**src/rtl/imem_arbiter_if.sv**
```systemverilog
// Bundles the fetch, loader and BRAM signals of imem_arbiter.
// The arbiter uses the slave modport; a requester/memory model uses master.
interface imem_arbiter_if #(
  parameter int unsigned XLEN = 32
) ();
  logic            f_req;
  logic [XLEN-1:0] f_addr0;
  logic [XLEN-1:0] f_addr1;
  logic            f_flush;
  logic            f_gnt;
  logic            f_rvalid;
  logic [XLEN-1:0] f_pc0;
  logic [XLEN-1:0] f_pc1;
  logic [XLEN-1:0] f_rdata0;
  logic [XLEN-1:0] f_rdata1;

  logic            l_req;
  logic            l_we;
  logic [XLEN-1:0] l_addr;
  logic [XLEN-1:0] l_wdata;
  logic            l_gnt;
  logic            l_rvalid;
  logic [XLEN-1:0] l_rdata;

  logic            m_en;
  logic            m_we;
  logic [XLEN-1:0] m_addr0;
  logic [XLEN-1:0] m_addr1;
  logic [XLEN-1:0] m_wdata;
  logic [XLEN-1:0] m_rdata0;
  logic [XLEN-1:0] m_rdata1;

  modport slave (
    input  f_req, f_addr0, f_addr1, f_flush,
    output f_gnt, f_rvalid, f_pc0, f_pc1, f_rdata0, f_rdata1,
    input  l_req, l_we, l_addr, l_wdata,
    output l_gnt, l_rvalid, l_rdata,
    output m_en, m_we, m_addr0, m_addr1, m_wdata,
    input  m_rdata0, m_rdata1
  );

  modport master (
    output f_req, f_addr0, f_addr1, f_flush,
    input  f_gnt, f_rvalid, f_pc0, f_pc1, f_rdata0, f_rdata1,
    output l_req, l_we, l_addr, l_wdata,
    input  l_gnt, l_rvalid, l_rdata,
    input  m_en, m_we, m_addr0, m_addr1, m_wdata,
    output m_rdata0, m_rdata1
  );
endinterface

```
**src/rtl/imem_arbiter.sv**
```systemverilog
// Arbitrates the dual-port instruction BRAM between fetch and the loader/debug port.
// Optional performance counters are built when IMEM_ARB_PERF_EN is defined.
module imem_arbiter #(
  parameter int unsigned XLEN       = 32,
  parameter int unsigned STARVE_MAX = 4,
  parameter int unsigned BURST_LEN  = 4
) (
  input  logic              clk,
  input  logic              reset,
  imem_arbiter_if.slave     bus
`ifdef IMEM_ARB_PERF_EN
  ,
  output logic [31:0]       perf_fetch_gnt,
  output logic [31:0]       perf_load_gnt,
  output logic [31:0]       perf_stall,
  output logic [31:0]       perf_flush_drop
`endif
);

  localparam int unsigned SW = $clog2(STARVE_MAX + 1);
  localparam int unsigned BW = $clog2(BURST_LEN + 1);
  localparam logic [SW-1:0] STARVE_LIM = SW'(STARVE_MAX);
  localparam logic [BW-1:0] BURST_LIM  = BW'(BURST_LEN);

  localparam logic [0:0] FETCH_PRI  = 1'b0;
  localparam logic [0:0] LOAD_BURST = 1'b1;

  logic [0:0]      state_q, state_d;
  logic [SW-1:0]   starve_q, starve_d;
  logic [BW-1:0]   burst_q, burst_d;
  logic            pend_f_q, pend_f_d;
  logic            pend_l_q, pend_l_d;
  logic [XLEN-1:0] pc0_q, pc0_d;
  logic [XLEN-1:0] pc1_q, pc1_d;

  logic f_live;
  logic f_gnt_c;
  logic l_gnt_c;

  assign f_live = bus.f_req & ~bus.f_flush;

  always_ff @(posedge clk) begin
    if (reset) begin
      state_q  <= FETCH_PRI;
      starve_q <= '0;
      burst_q  <= '0;
      pend_f_q <= 1'b0;
      pend_l_q <= 1'b0;
      pc0_q    <= '0;
      pc1_q    <= '0;
    end else begin
      state_q  <= state_d;
      starve_q <= starve_d;
      burst_q  <= burst_d;
      pend_f_q <= pend_f_d;
      pend_l_q <= pend_l_d;
      pc0_q    <= pc0_d;
      pc1_q    <= pc1_d;
    end
  end

  // Grant selection, burst/starvation bookkeeping and response capture.
  always_comb begin
    f_gnt_c  = 1'b0;
    l_gnt_c  = 1'b0;
    state_d  = state_q;
    burst_d  = burst_q;
    starve_d = starve_q;

    if (!reset) begin
      if (state_q == LOAD_BURST) begin
        if (bus.l_req) l_gnt_c = 1'b1;
        else           f_gnt_c = f_live;
      end else if (bus.l_req && ((starve_q == STARVE_LIM) || !f_live)) begin
        l_gnt_c = 1'b1;
      end else begin
        f_gnt_c = f_live;
      end
    end

    if (state_q == LOAD_BURST) begin
      if (!bus.l_req || ((burst_q + BW'(1)) >= BURST_LIM)) begin
        state_d = FETCH_PRI;
        burst_d = '0;
      end else begin
        burst_d = burst_q + BW'(1);
      end
    end else if (l_gnt_c && (BURST_LEN > 1)) begin
      state_d = LOAD_BURST;
      burst_d = BW'(1);
    end

    if (!bus.l_req || l_gnt_c)      starve_d = '0;
    else if (starve_q != STARVE_LIM) starve_d = starve_q + SW'(1);

    // Single-stage response pipeline; only fetch reads carry PCs.
    pend_f_d = f_gnt_c;
    pend_l_d = l_gnt_c & ~bus.l_we;
    pc0_d    = f_gnt_c ? bus.f_addr0 : '0;
    pc1_d    = f_gnt_c ? bus.f_addr1 : '0;
  end

  assign bus.f_gnt    = f_gnt_c;
  assign bus.l_gnt    = l_gnt_c;
  assign bus.m_en     = f_gnt_c | l_gnt_c;
  assign bus.m_we     = l_gnt_c & bus.l_we;
  assign bus.m_addr0  = l_gnt_c ? bus.l_addr : (f_gnt_c ? bus.f_addr0 : '0);
  assign bus.m_addr1  = l_gnt_c ? bus.l_addr : (f_gnt_c ? bus.f_addr1 : '0);
  assign bus.m_wdata  = l_gnt_c ? bus.l_wdata : '0;

  assign bus.f_rvalid = pend_f_q;
  assign bus.f_pc0    = pc0_q;
  assign bus.f_pc1    = pc1_q;
  assign bus.f_rdata0 = pend_f_q ? bus.m_rdata0 : '0;
  assign bus.f_rdata1 = pend_f_q ? bus.m_rdata1 : '0;
  assign bus.l_rvalid = pend_l_q;
  assign bus.l_rdata  = pend_l_q ? bus.m_rdata0 : '0;

`ifdef IMEM_ARB_PERF_EN
  logic [31:0] perf_fetch_q, perf_load_q, perf_stall_q, perf_drop_q;

  // A flush while a fetch response is presented means fetch discards it.
  always_ff @(posedge clk) begin
    if (reset) begin
      perf_fetch_q <= '0;
      perf_load_q  <= '0;
      perf_stall_q <= '0;
      perf_drop_q  <= '0;
    end else begin
      if (f_gnt_c)                                   perf_fetch_q <= perf_fetch_q + 32'd1;
      if (l_gnt_c)                                   perf_load_q  <= perf_load_q + 32'd1;
      if (bus.f_req && !f_gnt_c && !bus.f_flush)     perf_stall_q <= perf_stall_q + 32'd1;
      if (bus.f_flush && pend_f_q)                   perf_drop_q  <= perf_drop_q + 32'd1;
    end
  end

  assign perf_fetch_gnt  = perf_fetch_q;
  assign perf_load_gnt   = perf_load_q;
  assign perf_stall      = perf_stall_q;
  assign perf_flush_drop = perf_drop_q;
`endif

endmodule

```
**src/flat_wrapper.sv**
```systemverilog
// flat-port wrapper written by rule: the top's interface ports become plain ports
module imem_arbiter_flat 
#(
  parameter int unsigned XLEN       = 32,
  parameter int unsigned STARVE_MAX = 4,
  parameter int unsigned BURST_LEN  = 4
)
  (clk, reset, bus_f_req, bus_f_addr0, bus_f_addr1, bus_f_flush, bus_f_gnt, bus_f_rvalid, bus_f_pc0, bus_f_pc1, bus_f_rdata0, bus_f_rdata1, bus_l_req, bus_l_we, bus_l_addr, bus_l_wdata, bus_l_gnt, bus_l_rvalid, bus_l_rdata, bus_m_en, bus_m_we, bus_m_addr0, bus_m_addr1, bus_m_wdata, bus_m_rdata0, bus_m_rdata1);
  imem_arbiter_if #(.XLEN(XLEN)) bus_i ();
  input  logic clk;
  input  logic reset;
  input wire logic [$bits(bus_i.f_req)-1:0] bus_f_req;
  input wire logic [$bits(bus_i.f_addr0)-1:0] bus_f_addr0;
  input wire logic [$bits(bus_i.f_addr1)-1:0] bus_f_addr1;
  input wire logic [$bits(bus_i.f_flush)-1:0] bus_f_flush;
  output wire logic [$bits(bus_i.f_gnt)-1:0] bus_f_gnt;
  output wire logic [$bits(bus_i.f_rvalid)-1:0] bus_f_rvalid;
  output wire logic [$bits(bus_i.f_pc0)-1:0] bus_f_pc0;
  output wire logic [$bits(bus_i.f_pc1)-1:0] bus_f_pc1;
  output wire logic [$bits(bus_i.f_rdata0)-1:0] bus_f_rdata0;
  output wire logic [$bits(bus_i.f_rdata1)-1:0] bus_f_rdata1;
  input wire logic [$bits(bus_i.l_req)-1:0] bus_l_req;
  input wire logic [$bits(bus_i.l_we)-1:0] bus_l_we;
  input wire logic [$bits(bus_i.l_addr)-1:0] bus_l_addr;
  input wire logic [$bits(bus_i.l_wdata)-1:0] bus_l_wdata;
  output wire logic [$bits(bus_i.l_gnt)-1:0] bus_l_gnt;
  output wire logic [$bits(bus_i.l_rvalid)-1:0] bus_l_rvalid;
  output wire logic [$bits(bus_i.l_rdata)-1:0] bus_l_rdata;
  output wire logic [$bits(bus_i.m_en)-1:0] bus_m_en;
  output wire logic [$bits(bus_i.m_we)-1:0] bus_m_we;
  output wire logic [$bits(bus_i.m_addr0)-1:0] bus_m_addr0;
  output wire logic [$bits(bus_i.m_addr1)-1:0] bus_m_addr1;
  output wire logic [$bits(bus_i.m_wdata)-1:0] bus_m_wdata;
  input wire logic [$bits(bus_i.m_rdata0)-1:0] bus_m_rdata0;
  input wire logic [$bits(bus_i.m_rdata1)-1:0] bus_m_rdata1;
  assign bus_i.f_req = bus_f_req;
  assign bus_i.f_addr0 = bus_f_addr0;
  assign bus_i.f_addr1 = bus_f_addr1;
  assign bus_i.f_flush = bus_f_flush;
  assign bus_f_gnt = bus_i.f_gnt;
  assign bus_f_rvalid = bus_i.f_rvalid;
  assign bus_f_pc0 = bus_i.f_pc0;
  assign bus_f_pc1 = bus_i.f_pc1;
  assign bus_f_rdata0 = bus_i.f_rdata0;
  assign bus_f_rdata1 = bus_i.f_rdata1;
  assign bus_i.l_req = bus_l_req;
  assign bus_i.l_we = bus_l_we;
  assign bus_i.l_addr = bus_l_addr;
  assign bus_i.l_wdata = bus_l_wdata;
  assign bus_l_gnt = bus_i.l_gnt;
  assign bus_l_rvalid = bus_i.l_rvalid;
  assign bus_l_rdata = bus_i.l_rdata;
  assign bus_m_en = bus_i.m_en;
  assign bus_m_we = bus_i.m_we;
  assign bus_m_addr0 = bus_i.m_addr0;
  assign bus_m_addr1 = bus_i.m_addr1;
  assign bus_m_wdata = bus_i.m_wdata;
  assign bus_i.m_rdata0 = bus_m_rdata0;
  assign bus_i.m_rdata1 = bus_m_rdata1;
  imem_arbiter #(.XLEN(XLEN), .STARVE_MAX(STARVE_MAX), .BURST_LEN(BURST_LEN)) u_core (.clk(clk), .reset(reset), .bus(bus_i));
endmodule
```
**config.mk**
```make
export PLATFORM = sky130hd
export DESIGN_NAME = imem_arbiter_flat
export DESIGN_NICKNAME = d
export VERILOG_FILES = /design/src/rtl/imem_arbiter_if.sv /design/src/rtl/imem_arbiter.sv /design/src/flat_wrapper.sv
export SDC_FILE = /design/constraint.sdc
export NUM_CORES = 1
export LEC_CHECK = 0
export CAP_MARGIN = 5
export CELL_PAD_IN_SITES_DETAIL_PLACEMENT = 1
export CELL_PAD_IN_SITES_GLOBAL_PLACEMENT = 1
export CORE_AREA = 2 2 177 179
export CTS_BUF_LIST = sky130_fd_sc_hd__clkbuf_16
export CTS_CLUSTER_DIAMETER = 50
export DETAILED_ROUTE_END_ITERATION = 16
export DIE_AREA = 0 0 179 181
export GPL_ROUTABILITY_DRIVEN = 0
export PLACE_DENSITY = 0.64
export SLEW_MARGIN = 25
export SYNTH_ARGS = -nofsm -noshare
export SYNTH_HDL_FRONTEND = slang
export SYNTH_SLANG_ARGS = --single-unit
```
**constraint.sdc**
```tcl
create_clock -name clk -period 4.2 [get_ports clk]
set_input_delay 0.63 -clock clk [delete_from_list [all_inputs] [get_ports clk]]
set_output_delay 0.63 -clock clk [all_outputs]
set_load 0.005 [all_outputs]
```
==> summary.md, run 1 <==
| Metric | Value |
|---|---|
| Final setup fails | 0 |
| Setup TNS | 0 ns |
| # DRC | 0 |
| Crit path buffers/inverters | 3 |
| Clock sink total | 73 |
| Die span in x | roughly 180 µm |
| Post-CTS resize count | 0 |
| IO Port Bufs | 459 |
| Sequential share of the synthesized area | approximately two fifths |
| Routed WL | 22900 µm |
| CTS tree | built |
| Worst Max-Slew Pin Slew | around 0.90 ns |
| Die Area | 32400 µm² |
| CP peak stage delay | ~0.53 ns |
| WS Path Type | input port to output pin |
| Clock-pin slew on the worst setup and hold paths | 0.06 ns |
| DRT antenna net count | 0 |
| Area Overhead vs Synth | 139% |
| Detailed Route Iter0 Violations | between 100 and 150 |
| WP data required | between 3 and 4 ns |
| Total CTS buffers | 9 |
| Initial Util | 12.5% |
| Routed length per placed instance | 18.3 µm |
| Top delay family on crit path | buffers and inverters |
| Net count, final | between 1000 and 1500 |
| Worst Reg-to-Reg Cells | 6 |
| Layout cell share with drive strength beyond 1 | around 3.4% |
| Util after Layout | between 20 and 30% |
| Maximum number of pins on one net before global-route repair | between 60 and 70 |
| Via density | 3.87 |
| Synth Warn # | 0 |
| Crit path max fanout | between 50 and 60 |
| Fmax | 296 MHz |
| Critical path, cell by cell | clkdlybuf4s50_1, and2b_4, nand2_2, buf_12, a32o_1, clkdlybuf4s50_1 |
| Synth Net Count | slightly above 600 |
| Layout Skew | 0.0103 ns |
| First-pass GRT wire length | about 32000 µm |
| Worst skew pair latency | between 0.3 and 0.4 ns |
| R2R Setup Slk | between 2 and 2.5 ns |
| Slew HR | between 40% and 50% |
| Status | finished clean |
| Post-CTS Hold Buffers | 0 |
| CTS H-tree depth | 3 |
| Post-detail-place hpwl | around 19000 µm |
| FILL cells | about 3500 |
| Max IR drop VDD | ~0.14 mV |
| Number of placement rows | 64 |
| Cell leakage power | about 3.3 nW |
| Post-CTS Setup Inserts | 0 |
| Vias post-DR | between 4000 and 5000 |
| IO Count | between 400 and 500 |
| Final non-filler cell total | 1251 |
| Initial antenna violation count | 5 |
| DP Cell Count | ~1200 |
| Die H | between 150 and 200 µm |
| Total GRT Usage | between 10% and 20% |
| Root Buffer | clkbuf_16 |
| Worst Slack Setup Final | between 0.8 and 0.9 ns |
| Netlist cell types | 28 |
| Unrepaired setup endpoints after global routing | no |
| Min Tclk post-route | roughly 3.4 ns |
| Deepest clock path buffer count | 2 |
| CP most frequent cell | clkdlybuf4s50_1 |
| Vias in the first global route | roughly 5000 |
| Yosys reg bits | 73 |
| Pre-CTS setup slack | slightly above 0.8 ns |
| Slowest cell on crit path | clkdlybuf4s50_1 |
| Cell count after synthesis | between 400 and 500 |
| WP depth | 6 |
| Worst Hold Depth | 2 |
| Endpoint type of the worst setup path | output pin |
| Pwr dens | between 200 and 250 nW/µm² |
| Max_cap viols | 0 |
| Synthesized area per cell | just over 9 µm² |
| Final Max Slew Viols | 0 |
| Gr ovfl total | 0 |
| Worst Hold Class | flip-flop to flip-flop |
| Critical Path AT | 2.74 ns |
| Tcrit/Tclk final | roughly 80% |
| CORE AREA | 30300 µm² |
| Final hold violations | 0 |
| TritonRoute pass-1 iters | 4 |
| Mapped Area | between 3000 and 4000 µm² |
| CP startpoint kind | input port |
==> worst paths after layout <==
kind,from,end
setup / recovery,bus_f_flush,bus_m_addr1[3]
hold / removal,u_core.burst_q[2],u_core.burst_q[2]
setup reg to reg,u_core.starve_q[0],u_core.bus.f_pc1[26]
hold reg to reg,u_core.burst_q[2],u_core.burst_q[2]
==> state kept, by name (all words and copies together), names as in the netlist <==
register / cells
u_core.burst_q: 3
u_core.bus.f_pc0: 32
u_core.bus.f_pc1: 32
u_core.bus.f_rvalid: 1
u_core.bus.l_rvalid: 1
u_core.starve_q: 3
u_core.state_q: 1
==> power by group <==
part	switching (W)	leakage [nW]	total (W)	internal (W)
logic	0.000179	2.55	0.000555	0.000375
clock network	0.000362	0.131	0.000773	0.000412
registers	0.0000154	0.594	0.000726	0.000711
==> layout by cell type, fill, tap and decap left out, types with 4 or more instances in the layout <==
| master | n |
|---|---|
| a21oi_1 | 6 |
| clkdlybuf4s50_1 | 459 |
| inv_1 | 4 |
| buf_12 | 4 |
| a32o_1 | 64 |
| dfxtp_1 | 72 |
| clkbuf_16 | 9 |
| nand2_1 | 5 |
| and2_1 | 193 |
==> cells by family (layout without fill, tap and decap cells) <==
family | after synthesis | after routing | synth area share [%]
AO/OA/AOI/OAI | 77 | 77 | 19.4
XOR/XNOR | 1 | 1 | 0.230
adder cells (fa/ha/maj) | 3 | 3 | 0.986
buffers and inverters | 46 | 485 | 6.18
flip-flops | 73 | 73 | 38.4
multiplexers | 1 | 1 | 0.263
other | 0 | 3 | 0
AND/OR/NAND/NOR | 212 | 212 | 34.5
==> worst min-delay path: stages (launching register included) <==
cell,delay [ns]
dfxtp_1,0.32
nand2_1,0.06
a21oi_1,0.03
==> synthesized netlist by cell type, drive strengths merged <==
cell / number / share of area [%]
and2: 193 / 32
dfxtp: 73 / 38
a32o: 64 / 17
buf: 24 / 4.0
clkbuf: 18 / 1.8
a21oi: 7 / 1.2
nand2: 6 / 0.59
inv: 4 / 0.39
ha: 3 / 0.99
nor2: 3 / 0.30
nand2b: 2 / 0.33
nor2b: 2 / 0.33
o211a: 2 / 0.53
a211oi: 1 / 0.33
a21o: 1 / 0.20
and2b: 1 / 0.26
and3: 1 / 0.16
mux2i: 1 / 0.26
nor3b: 1 / 0.20
nor4: 1 / 0.16
nor4b: 1 / 0.23
nor4bb: 1 / 0.26
o21ai: 1 / 0.13
o22ai: 1 / 0.16
xnor2: 1 / 0.23
==> through the flow <==
stage / area (µm²) / hold WS [ns] / total power [W]
final: 9080 / 0.448 / 0.00205
after global routing: 9080 / 0.475 / 0.00217
after CTS: 9070 / 0.453 / 0.00212
after detailed placement: 8790 / 0.444 / 0.00130
after global placement: 8790 / 0.437 / 0.00130
after floorplan: 3810 / 0.424 / 0.000877
==> per-layer routing <==
layer | routed length, µm | track usage, %
met4 | 503 | 4.68
met2 | 11700 | 24.9
met1 | 8390 | 14.0
met3 | 2380 | 4.69
met5 | 0 | 0
==> area by class of cell <==
type	count	area, µm²	area share [%]
inverters	4	15.0	0.165
diodes	3	7.51	0.0826
flip-flops and latches	73	1470	16.1
clock inverters	7	60.1	0.661
repair buffers	465	4690	51.6
multi-input cells	294	2130	23.4
clock buffers	9	225	2.48
well taps	396	495	5.45
(Power assumes the default switching activity.)
==> run 2: changes to the inputs <==
==> constraint.sdc (replaced) <==
create_clock -name clk -period 3.5 [get_ports clk]
set_input_delay 0.525 -clock clk [delete_from_list [all_inputs] [get_ports clk]]
set_output_delay 0.525 -clock clk [all_outputs]
set_load 0.005 [all_outputs]
==> run 2 against run 1 <==
Critical path depth unchanged. Combinational power up 24%. Clock skew up 0.0098 ns. First-iteration DRC count up 0.81%. Critical path type unchanged.
==> summary.md, run 2 (synthesized netlist as in run 1, its figures left out) <==
| Metric | Value |
|---|---|
| Die Area | 32400 µm² (unchanged) |
| TritonRoute pass-1 iters | 4 (unchanged) |
| Post-CTS resize count | 0 (unchanged) |
| Logic gate share of total power | 25.7% (-1.3 points) |
| Leading cell type in the layout, fill and taps excluded | clkdlybuf4s50_1 |
| Unrepaired setup endpoints after global routing | no |
| Max IR drop VDD | 0.236 mV (+67%) |
| Layout Skew | 0.0200 ns (+0.00975 ns) |
| Total CTS buffers | 9 (unchanged) |
| Layout cell share with drive strength beyond 1 | 5.40% (+2.0 points) |
| Worst Reg-to-Reg Cells | 6 (unchanged) |
| Post-detail-place hpwl | 19700 µm (+3.7%) |
| Tcrit/Tclk final | between 90% and 100% |
| Clock sink total | 73 (unchanged) |
| Busiest grt layer | met2 |
| Reg power frac | 32.6% (-2.8 points) |
| IO Port Bufs | 459 (unchanged) |
| Worst Hold Class | flip-flop to flip-flop |
| Routed length per placed instance | 18.3 µm (-0.47%) |
| Crit path max fanout | 66 (+29%) |
| Final hold violations | 0 (unchanged) |
| Sw frac | 24.4% (-2.7 points) |
| Number of placement rows | 64 (unchanged) |
| Gr ovfl total | 0 (unchanged) |
| Crit path buffers/inverters | 4 (+1) |
| Initial Util | 12.5% (unchanged) |
| Net count, final | 1067 (+1.8%) |
| WP data required | 2.97 ns (-0.60 ns) |
| Via density | 3.87 (about the same) |
| Total GRT Usage | 13.6% (+0.11 points) |
| Met3 Usage GRT | 4.63% (-0.063 points) |
| Endpoint type of the worst setup path | output pin |
| Final non-filler cell total | 1270 (+1.5%) |
| Die H | 181 µm (unchanged) |
| Post-CTS Setup Inserts | 0 (unchanged) |
| Vias post-DR | 4918 (+1.6%) |
| Detailed Route Iter0 Violations | 125 (+0.81%) |
| # DRC | 0 (unchanged) |
| Initial antenna violation count | 5 (unchanged) |
| CP most frequent cell | clkdlybuf4s50_1 |
| Die span in x | 179 µm (unchanged) |
| Setup TNS | 0 ns (unchanged) |
| P_int | 0.00202 W (+35%) |
| Routed WL | 23200 µm (+1.0%) |
| Vias in the first global route | 5312 (+4.1%) |
| WS Path Type | input port to output pin |
| Deepest clock path buffer count | 2 (unchanged) |
| Worst Hold Depth | 2 (unchanged) |
| Slowest cell on crit path | clkdlybuf4s50_1 |
| Most frequent cells in the layout | clkdlybuf4s50_1, and2_1, dfxtp_1, a32o_1, buf_4 |
| DP Cell Count | 1251 (+1.5%) |
| CP peak stage delay | 0.54 ns (about the same) |
| IO Count | 460 (unchanged) |
| Final Max Slew Viols | 0 (unchanged) |
| Cell leakage power | 3.41 nW (+4.0%) |
| Min Tclk post-route | between 3 and 4 ns |
| Area Overhead vs Synth | 144% |
| Post-CTS Hold Buffers | 0 (unchanged) |
| WP depth | 6 (unchanged) |
| Max_cap viols | 0 (unchanged) |
| Met2 Usage GRT | 25.5% (+0.66 points) |
| CTS H-tree depth | 3 (unchanged) |
| CP startpoint kind | input port |
| Slew HR | 38.0% (-2.1 points) |
| Fmax | approximately 320 MHz |
| First-pass GRT wire length | 32700 µm (+1.6%) |
| Critical Path AT | 2.63 ns (-0.11 ns) |
| CORE AREA | 30300 µm² (unchanged) |
| CTS tree | built |
| Status | finished clean |
| Final setup fails | 0 (unchanged) |
| Root Buffer | clkbuf_16 |
| DRT antenna net count | 0 (unchanged) |
| Clock-pin slew on the worst setup and hold paths | 0.06 ns (about the same) |
| Critical path, cell by cell | clkdlybuf4s50_1, inv_1, o211a_4, buf_12, a32o_1, clkdlybuf4s50_1 |
| Net Sw Power | 0.000652 W (+17%) |
| Maximum number of pins on one net before global-route repair | 67 (+1.5%) |
| Worst skew pair latency | 0.35 ns (about the same) |
| Routing usage on met1 | 14.0% (-0.092 points) |
| Pwr dens | 287 nW/µm² (+27%) |
| Top delay family on crit path | buffers and inverters |
| Worst Max-Slew Pin Slew | 0.929 ns (+0.0310 ns) |
| Clk network pwr share | 41.7% (+4.1 points) |
[run 2: changes by cell type in the layout (fill, tap and decap cells not counted)]
cell / delta
dfxtp_4: -1
dfxtp_2: +1
inv_6: -2
inv_1: +1
clkinv_4: +1
buf_12: +1
bufinv_16: +3
inv_8: -1
buf_4: +18
clkinvlp_4: -2
[run 2: power groups by stage]
stage	Sequential [W]	Clock, W	Combinational, W
2_1_floorplan	0.000882	0	0.000170
3_3_place_gp	0.000890	0	0.000688
3_5_place_dp	0.000891	0	0.000693
4_1_cts	0.000872	0.00116	0.000697
5_1_grt	0.000875	0.00119	0.000735
6_report	0.000871	0.00111	0.000686
[run 2: per-stage QoR]
stage	total power (W)	setup WS (ns)	util (%)	hold WS (ns)	area [µm²]
4_1_cts	0.00273	0.293	30.6	0.457	9290
5_1_grt	0.00280	0.163	30.6	0.499	9290
3_3_place_gp	0.00158	0.358	29.5	0.440	8940
2_1_floorplan	0.00105	1.52	-	0.424	3810
6_report	0.00267	0.343	30.6	0.453	9300
3_5_place_dp	0.00158	0.344	29.5	0.448	8940
[run 2: path summary, 6_finish.rpt]
| path | start | end | slack [ns] |
|---|---|---|---|
| max reg2reg | u_core.starve_q[0] | u_core.bus.f_pc1[26] | 1.67 |
| min | u_core.burst_q[2] | u_core.burst_q[2] | 0.45 |
| max | bus_l_req | bus_m_addr0[27] | 0.34 |
| min reg2reg | u_core.burst_q[2] | u_core.burst_q[2] | 0.45 |
[run 2: worst reg2reg max path: stages, from the launching register on]
cell     delay [ns]
dfxtp_1        0.36
inv_1          0.05
ha_1           0.26
a21oi_4        0.23
o211a_4        0.32
buf_12         0.28
and2_1         0.26
[run 2: cell type report]
type	instances	area, µm²
Antenna cell	3	7.51
Clock buffer	9	225
Clock inverter	7	119
Fill cell	3473	21100
Inverter	4	15.0
Multi-Input combinational cell	294	2130
Sequential cell	73	1460
Tap cell	396	495
Timing Repair Buffer	484	4840
[run 2: per-layer routing]
metal	up-vias	wire length (µm)
met5	-	0
met4	0	391
met3	17	2400
met2	279	11900
met1	2285	8480
li1	2337	-
